### src/rtl/exec_sequencer.sv
// exec_sequencer: multi-cycle control sequencer for a one-byte-instruction
// accumulator machine. The sequencer fetches from a synchronous-read memory,
// decodes, optionally reads an operand, then executes through an external ALU.
module exec_sequencer (
    input  logic       clk,
    input  logic       reset,
    input  logic       run,
    output logic [7:0] memAddr,
    input  logic [7:0] memData,
    output logic       memWrite,
    output logic [7:0] memWriteData,
    output logic [1:0] aluControl,
    output logic [7:0] aluDataInACC,
    output logic [7:0] aluDataIn,
    output logic [7:0] aluPc,
    input  logic [7:0] aluResult,
    output logic [7:0] pc,
    output logic [7:0] acc,
    output logic       halted
);

    localparam logic [2:0] S_IDLE   = 3'd0;
    localparam logic [2:0] S_FETCH  = 3'd1;
    localparam logic [2:0] S_DECODE = 3'd2;
    localparam logic [2:0] S_READ   = 3'd3;
    localparam logic [2:0] S_EXEC   = 3'd4;
    localparam logic [2:0] S_HALT   = 3'd5;

    localparam logic [2:0] OP_ADD   = 3'b000;
    localparam logic [2:0] OP_NAND  = 3'b001;
    localparam logic [2:0] OP_BNZ   = 3'b010;
    localparam logic [2:0] OP_SLT   = 3'b011;
    localparam logic [2:0] OP_LOAD  = 3'b100;
    localparam logic [2:0] OP_STORE = 3'b101;
    localparam logic [2:0] OP_LDI   = 3'b110;
    localparam logic [2:0] OP_HALT  = 3'b111;

    logic [2:0] state;
    logic [7:0] ir;
    logic [2:0] opcode;
    logic [7:0] operand;

    assign opcode  = ir[7:5];
    assign operand = {3'b000, ir[4:0]};

    // State, instruction register and architectural registers.
    always_ff @(posedge clk) begin
        if (reset) begin
            state <= S_IDLE;
            pc    <= '0;
            acc   <= '0;
            ir    <= '0;
        end else begin
            case (state)
                S_IDLE: begin
                    if (run) state <= S_FETCH;
                end
                S_FETCH: begin
                    state <= S_DECODE;
                end
                S_DECODE: begin
                    // ir is not loaded yet, so the route is taken from memData.
                    ir <= memData;
                    case (memData[7:5])
                        OP_ADD, OP_NAND, OP_SLT, OP_LOAD: state <= S_READ;
                        OP_HALT:                          state <= S_HALT;
                        default:                          state <= S_EXEC;
                    endcase
                end
                S_READ: begin
                    state <= S_EXEC;
                end
                S_EXEC: begin
                    state <= S_FETCH;
                    case (opcode)
                        OP_ADD, OP_NAND, OP_SLT: acc <= aluResult;
                        OP_LOAD:                 acc <= memData;
                        OP_LDI:                  acc <= operand;
                        default:                 acc <= acc;
                    endcase
                    if (opcode == OP_BNZ) pc <= aluResult;
                    else                  pc <= pc + 8'd1;
                end
                S_HALT: begin
                    state <= S_HALT;
                end
                default: begin
                    state <= S_IDLE;
                end
            endcase
        end
    end

    // Memory and ALU control decoded from the current state and instruction.
    always_comb begin
        memAddr    = '0;
        memWrite   = 1'b0;
        aluControl = 2'b00;
        aluDataIn  = memData;
        case (state)
            S_FETCH: memAddr = pc;
            S_READ:  memAddr = operand;
            S_EXEC: begin
                memAddr  = operand;
                memWrite = (opcode == OP_STORE);
                if (opcode == OP_BNZ) aluDataIn = operand;
                case (opcode)
                    OP_ADD:  aluControl = 2'b00;
                    OP_NAND: aluControl = 2'b01;
                    OP_BNZ:  aluControl = 2'b10;
                    OP_SLT:  aluControl = 2'b11;
                    default: aluControl = 2'b00;
                endcase
            end
            default: memAddr = '0;
        endcase
    end

    assign memWriteData = acc;
    assign aluDataInACC = acc;
    assign aluPc        = pc;
    assign halted       = (state == S_HALT);

endmodule

### config.mk
export PLATFORM = sky130hd
export DESIGN_NAME = exec_sequencer
export DESIGN_NICKNAME = d
export VERILOG_FILES = /design/src/rtl/exec_sequencer.sv
export SDC_FILE = /design/constraint.sdc
export NUM_CORES = 1
export LEC_CHECK = 0
export ABC_AREA = 1
export CAP_MARGIN = 15
export CORE_ASPECT_RATIO = 0.5
export CORE_MARGIN = 1.5
export CORE_UTILIZATION = 42
export CTS_CLUSTER_SIZE = 10
export DETAILED_ROUTE_END_ITERATION = 10
export PLACE_DENSITY = 0.81
export RECOVER_POWER = 50
export SYNTH_ARGS = -nofsm -noshare
export SYNTH_HDL_FRONTEND = slang
export SYNTH_SLANG_ARGS = --single-unit
### constraint.sdc
create_clock -name clk -period 1.85 [get_ports clk]
set_input_delay 0.37 -clock clk [delete_from_list [all_inputs] [get_ports clk]]
set_output_delay 0.37 -clock clk [all_outputs]
set_load 0.01 [all_outputs]
# ---- Yosys cells after proc, flatten, opt, wreduce, memory -nomap -nowiden
# Cells that the tools add are included.
dict set report word_totals {
  out_inout_bits 60
  word_cells 40
  regBits 27
}
dict set report classes {
  mux 11
  n_eq_ne 16
  n_addsub 1
  reduce_logical 8
}
# operator n
set ops {}
lappend ops {{$mux 8} 3}
lappend ops {{$pmux 8 s3} 1}
lappend ops {{$eq 3x3->1 const B} 7}
lappend ops {{$pmux 3 s6} 1}
lappend ops {{$pmux 8 s2} 1}
lappend ops {{$eq 3x2->1 const B} 5}
lappend ops {{$eq 3x1->1 const B} 3}
lappend ops {{$logic_not 3->1} 3}
lappend ops {{$add 8x1->8 const B} 1}
lappend ops {{$pmux 2 s3} 1}
lappend ops {{$pmux 3 s2} 1}
lappend ops {{$reduce_or 4->1} 1}
lappend ops {{$mux 3} 1}
lappend ops {{$reduce_bool 3->1} 1}
lappend ops {{$reduce_or 3->1} 1}
lappend ops {{$mux 2} 1}
lappend ops {{$ne 2x2->1 const B} 1}
lappend ops {{$reduce_and 2->1} 1}
lappend ops {{$reduce_or 2->1} 1}
lappend ops {{$mux 1} 1}

# ---- Depth between registers and ports, before layout
dict set report depth {
  depth_word 4
  ltp_mapped 9
  depth_no_buf 8
}

# ---- Least setup slack after synthesis
# OpenSTA, ideal clock, no wires.
dict set report synth_path {
  kind {reg-to-output}
  from {reg state[1]}
  to {out aluDataIn[0]}
  stages_incl_launch_ff 6
  t_required_ns 1.480
  path_slack_ns 0.183
  arrival_time_ns 1.297
  path_cell_list {dfxtp_1 -> buf_6 -> nor3_4 -> nand3_1 -> buf_2 -> o21ai_1}
}
dict set report synth_between {
  elab_chain_cells 2
}
# element line_no
set synth_rtl {}
lappend synth_rtl {{start: declaration} 38} ;# logic [2:0] state;
lappend synth_rtl {{start signal: assignment} 49} ;# state <= S_IDLE;
lappend synth_rtl {{start signal: assignment} 56} ;# if (run) state <= S_FETCH;
lappend synth_rtl {{start signal: assignment} 59} ;# state <= S_DECODE;
lappend synth_rtl {{$eq 3x3->1} 100} ;# case (state)
lappend synth_rtl {{$mux 8} 100}
lappend synth_rtl {{end: declaration} 14} ;# output logic [7:0] aluDataIn,
# No other way between the ends.

# ---- Final worst setup path
dict set report layout_path {
  from {reg state[2]}
  to {out aluDataIn[2]}
}
# Same word-level chain as after synthesis.

==> impl_metrics.env <==
export IMPL_netlist_area_before_placement_sq_um=1767
export IMPL_final_hold_violation_count=0
export IMPL_drt_wl_total_microns=5754
export IMPL_grt_first_pass_wirelength_microns=8797
export IMPL_fin_tns_setup_ns=-0.8792
export IMPL_timing_clock_skew_ns=0.004341
export IMPL_path_delay_family="simple AND/OR/NAND/NOR gates"
export IMPL_worst_path_max_fanout=6
export IMPL_yosys_cell_types_count=21
export IMPL_worstReg2RegEnd="aluPc[7]$_SDFFE_PP0N_"
export IMPL_number_of_antenna_violations_at_the_first_check_in_global_routing=0
export IMPL_die_area_sq_um=4628
export IMPL_synthTopCellsByArea="sky130_fd_sc_hd__dfxtp_1 (31%), sky130_fd_sc_hd__nand2_1 (14%), sky130_fd_sc_hd__buf_4 (10%)"
export IMPL_grt_total_usage=0.2436
export IMPL_power_ir_vdd_worst_mv=0.3333
export IMPL_max_cap_violations=0
export IMPL_holdCritStartpoint="aluPc[6]$_SDFFE_PP0N_"
export IMPL_origin_of_the_critical_flop_to_flop_path="state[2]$_SDFFE_PP0P_"
export IMPL_most_numerous_cell_in_the_yosys_netlist="sky130_fd_sc_hd__nand2_1"
export IMPL_die_width_microns=94.72
export IMPL_post_layout_total_power_mw=1.625
export IMPL_design_core_area_sq_um=3964
export IMPL_min_period_over_period=1.062
export IMPL_ys_flop_type="sky130_fd_sc_hd__dfxtp_1"
export IMPL_postSynthAreaPerCell_sq_um=6.287
export IMPL_globalplace_congestion=0.9203
export IMPL_synthesis_nets=301
export IMPL_tritoncts_num_buffers=3
export IMPL_reg2reg_slack_ns=0.16
export IMPL_final_setup_viol_count=11
export IMPL_synthesis_yosys_warnings=0
export IMPL_ctsRootBufferMaster="sky130_fd_sc_hd__clkbuf_8"
export IMPL_layout_drive_gt1_share=0.2268
export IMPL_number_of_storage_elements_in_the_synthesis_netlist=27
export IMPL_final_setup_worst_slack_ns=-0.1144
export IMPL_max_slew_worst_pin_slew_ns=0.5784
export IMPL_max_clock_path_buffers=2
export IMPL_drtIter0Drc=157
export IMPL_ys_top_cells_by_count="sky130_fd_sc_hd__nand2_1 (65), sky130_fd_sc_hd__nor2_1 (38), sky130_fd_sc_hd__inv_1 (37)"
export IMPL_detail_route_vias_per_cell=5.067
export IMPL_clk_pin_slew_worst_paths_ns=0.10
export IMPL_synth_top_area_cell="sky130_fd_sc_hd__dfxtp_1"
export IMPL_avgRoutedWirePerCell_microns=13.70
export IMPL_worst_setup_path_type="reg -> out"
export IMPL_dpl_cell_area_sq_um=2586
export IMPL_final_area_sq_um=2741
export IMPL_port_buffers=78
export IMPL_drt_pre_antenna_iters=5
export IMPL_cpMaxStageDelayCell="sky130_fd_sc_hd__dfxtp_4"
export IMPL_rsz_0062_raised_after_global_routing="true"
export IMPL_async_flop_share=0
export IMPL_remaining_max_slew_budget_at_the_tightest_pin=0.6133
export IMPL_power_leakage_nw=1.201
export IMPL_synth_edff_count=0
export IMPL_drtAntennaViolNets=0
export IMPL_maxSlewViolCount=0
export IMPL_powerDensity_nw_per_um2=592.8
export IMPL_max_freq_ghz=0.5091
export IMPL_h_tree_depth=1
export IMPL_die_height_microns=48.86
export IMPL_cts_tree="yes"
export IMPL_yosysTopAreaCellShare=0.3059
export IMPL_syn_to_final_growth_pct=55.17
export IMPL_max_stage_delay_ns=0.38
export IMPL_register_area_sq_um=549.3
export IMPL_fillers=348
export IMPL_hold_path_class="reg -> reg"
export IMPL_worst_setup_path_end_kind="output port"
export IMPL_hold_path_end="aluPc[6]$_SDFFE_PP0N_"
export IMPL_worst_path_stages=7
export IMPL_multi_input_logic_area_sq_um=942.2
export IMPL_drcViolationCount=0
export IMPL_floorplan_initialDensity=0.4457
export IMPL_grt_start_max_net_pins=18
export IMPL_first_global_vias=1871
export IMPL_dpl_hpwl_microns=4211
export IMPL_synth_seq_area_share=0.3059
export IMPL_worst_path_buf_inv=3
export IMPL_cp_start_kind="flop"
export IMPL_layout_nets=387
export IMPL_min_delay_path_depth=2
export IMPL_critPathArrivalTime_ns=1.59
export IMPL_cts_sinks=27
export IMPL_grt_ovfl_total=0
export IMPL_critPathLaunch="state[2]$_SDFFE_PP0P_"
export IMPL_critical_path_required_ns=1.48
export IMPL_pin_count=79
export IMPL_violations_in_the_final_reports="setup timing"
export IMPL_status="complete, but fails checks"
export IMPL_num_antenna_cells=0
export IMPL_cp_cell_sequence="inv_4 -> nor3_4 -> nand3_2 -> buf_6 -> nand2_1 -> o21ai_2 -> buf_2"
export IMPL_vias=2128
export IMPL_reg2regPathDepth=9
export IMPL_timing_final_crit_period_ns=1.964
export IMPL_floorplan_row_count=16
export IMPL_clk_latency_ns=0.28
export IMPL_syn_inst=281
routing by layer:
layer / GRT usage / up-vias / part of all wire
met4: 0.08955 / 0 / 0.019
met3: 0.06386 / 10 / 0.080
li1: - / 1040 / -
met2: 0.3869 / 90 / 0.48
met1: 0.3172 / 988 / 0.42
met5: 0 / - / 0
stage by stage:
| stage | utilization | setup WS (ns) | hold slack, ns | instances |
|---|---|---|---|---|
| after floorplan | - | 0.1831 | 0.4641 | 281 |
| after CTS | 0.6660 | -0.1031 | 0.5304 | 416 |
| after detailed placement | 0.6525 | -0.1628 | 0.5145 | 408 |
| after global placement | 0.6525 | -0.1409 | 0.5010 | 408 |
| after global routing | 0.6916 | -0.1533 | 0.5673 | 420 |
| final | 0.6916 | -0.1144 | 0.5280 | 420 |
sequential cells by signal, summed over array words and instances (netlist names):
| register | count |
|---|---|
| aluPc | 8 |
| acc | 8 |
| ir | 8 |
| state | 3 |
cells by family after synthesis:
kind of cell | Yosys count | synth area share
buffers and inverters | 73 | 0.2181
DFF | 27 | 0.3059
AOI/OAI and AO/OA | 58 | 0.1891
adders and majority gates | 1 | 0.007081
and+or+nand+nor | 122 | 0.2797
worst min-delay path, stage by stage, from the launching register on:
cell and delay [ns]:
sky130_fd_sc_hd__dfxtp_1 0.36, sky130_fd_sc_hd__nand2_1 0.08, sky130_fd_sc_hd__a21oi_1 0.05
what timing repair did:
item,in CTS,in global routing
gates resized for setup,63,45
pin swaps,1,5
setup endpoints to repair,20,18
gates cloned,1,0
setup buffers,3,4
hold buffers,0,0
cells in the final DEF, fill, tap and decap left out, types with 2 or more instances in the layout:
master | Yosys | final
sky130_fd_sc_hd__nor2_2 | 0 | 2
sky130_fd_sc_hd__dfxtp_1 | 27 | 24
sky130_fd_sc_hd__nor2_1 | 38 | 36
sky130_fd_sc_hd__inv_1 | 37 | 34
sky130_fd_sc_hd__buf_2 | 5 | 15
sky130_fd_sc_hd__nand2_1 | 65 | 61
sky130_fd_sc_hd__dfxtp_4 | 0 | 2
sky130_fd_sc_hd__o22ai_1 | 6 | 4
sky130_fd_sc_hd__o21ai_0 | 17 | 16
sky130_fd_sc_hd__inv_2 | 4 | 4
sky130_fd_sc_hd__buf_4 | 24 | 31
sky130_fd_sc_hd__dlygate4sd2_1 | 0 | 4
sky130_fd_sc_hd__nor3_4 | 1 | 5
sky130_fd_sc_hd__clkdlybuf4s50_1 | 0 | 58
sky130_fd_sc_hd__inv_4 | 0 | 2
sky130_fd_sc_hd__nand3_1 | 11 | 10
sky130_fd_sc_hd__a21oi_1 | 20 | 20
sky130_fd_sc_hd__o21ai_2 | 0 | 3
sky130_fd_sc_hd__o211ai_1 | 7 | 7
sky130_fd_sc_hd__buf_6 | 2 | 4
sky130_fd_sc_hd__nand2_2 | 0 | 4
sky130_fd_sc_hd__o21ai_1 | 6 | 4
sky130_fd_sc_hd__clkbuf_8 | 0 | 3
power breakdown:
| part | leakage (nW) | switching [mW] | internal (mW) |
|---|---|---|---|
| Sequential | 0.221 | 0.0417 | 0.630 |
| Combinational | 0.957 | 0.330 | 0.277 |
| Clock | 0.0228 | 0.191 | 0.155 |
worst max path at each step:
stage	endpoint	slack [ns]
final	aluDataIn[2]	-0.11
after global routing	aluDataIn[2]	-0.15
after CTS	memAddr[3]	-0.10
after detailed placement	aluDataIn[5]	-0.16
after global placement	aluDataIn[5]	-0.14
after floorplan	aluDataIn[0]	0.18
cell type report:
class / count / share of cell area
inverters: 41 / 0.05979
multi-input cells: 181 / 0.3437
flip-flops and latches: 27 / 0.2004
repair buffers: 113 / 0.3551
clock buffers: 4 / 0.01643
well taps: 54 / 0.02465
(Power assumes the default switching activity.)
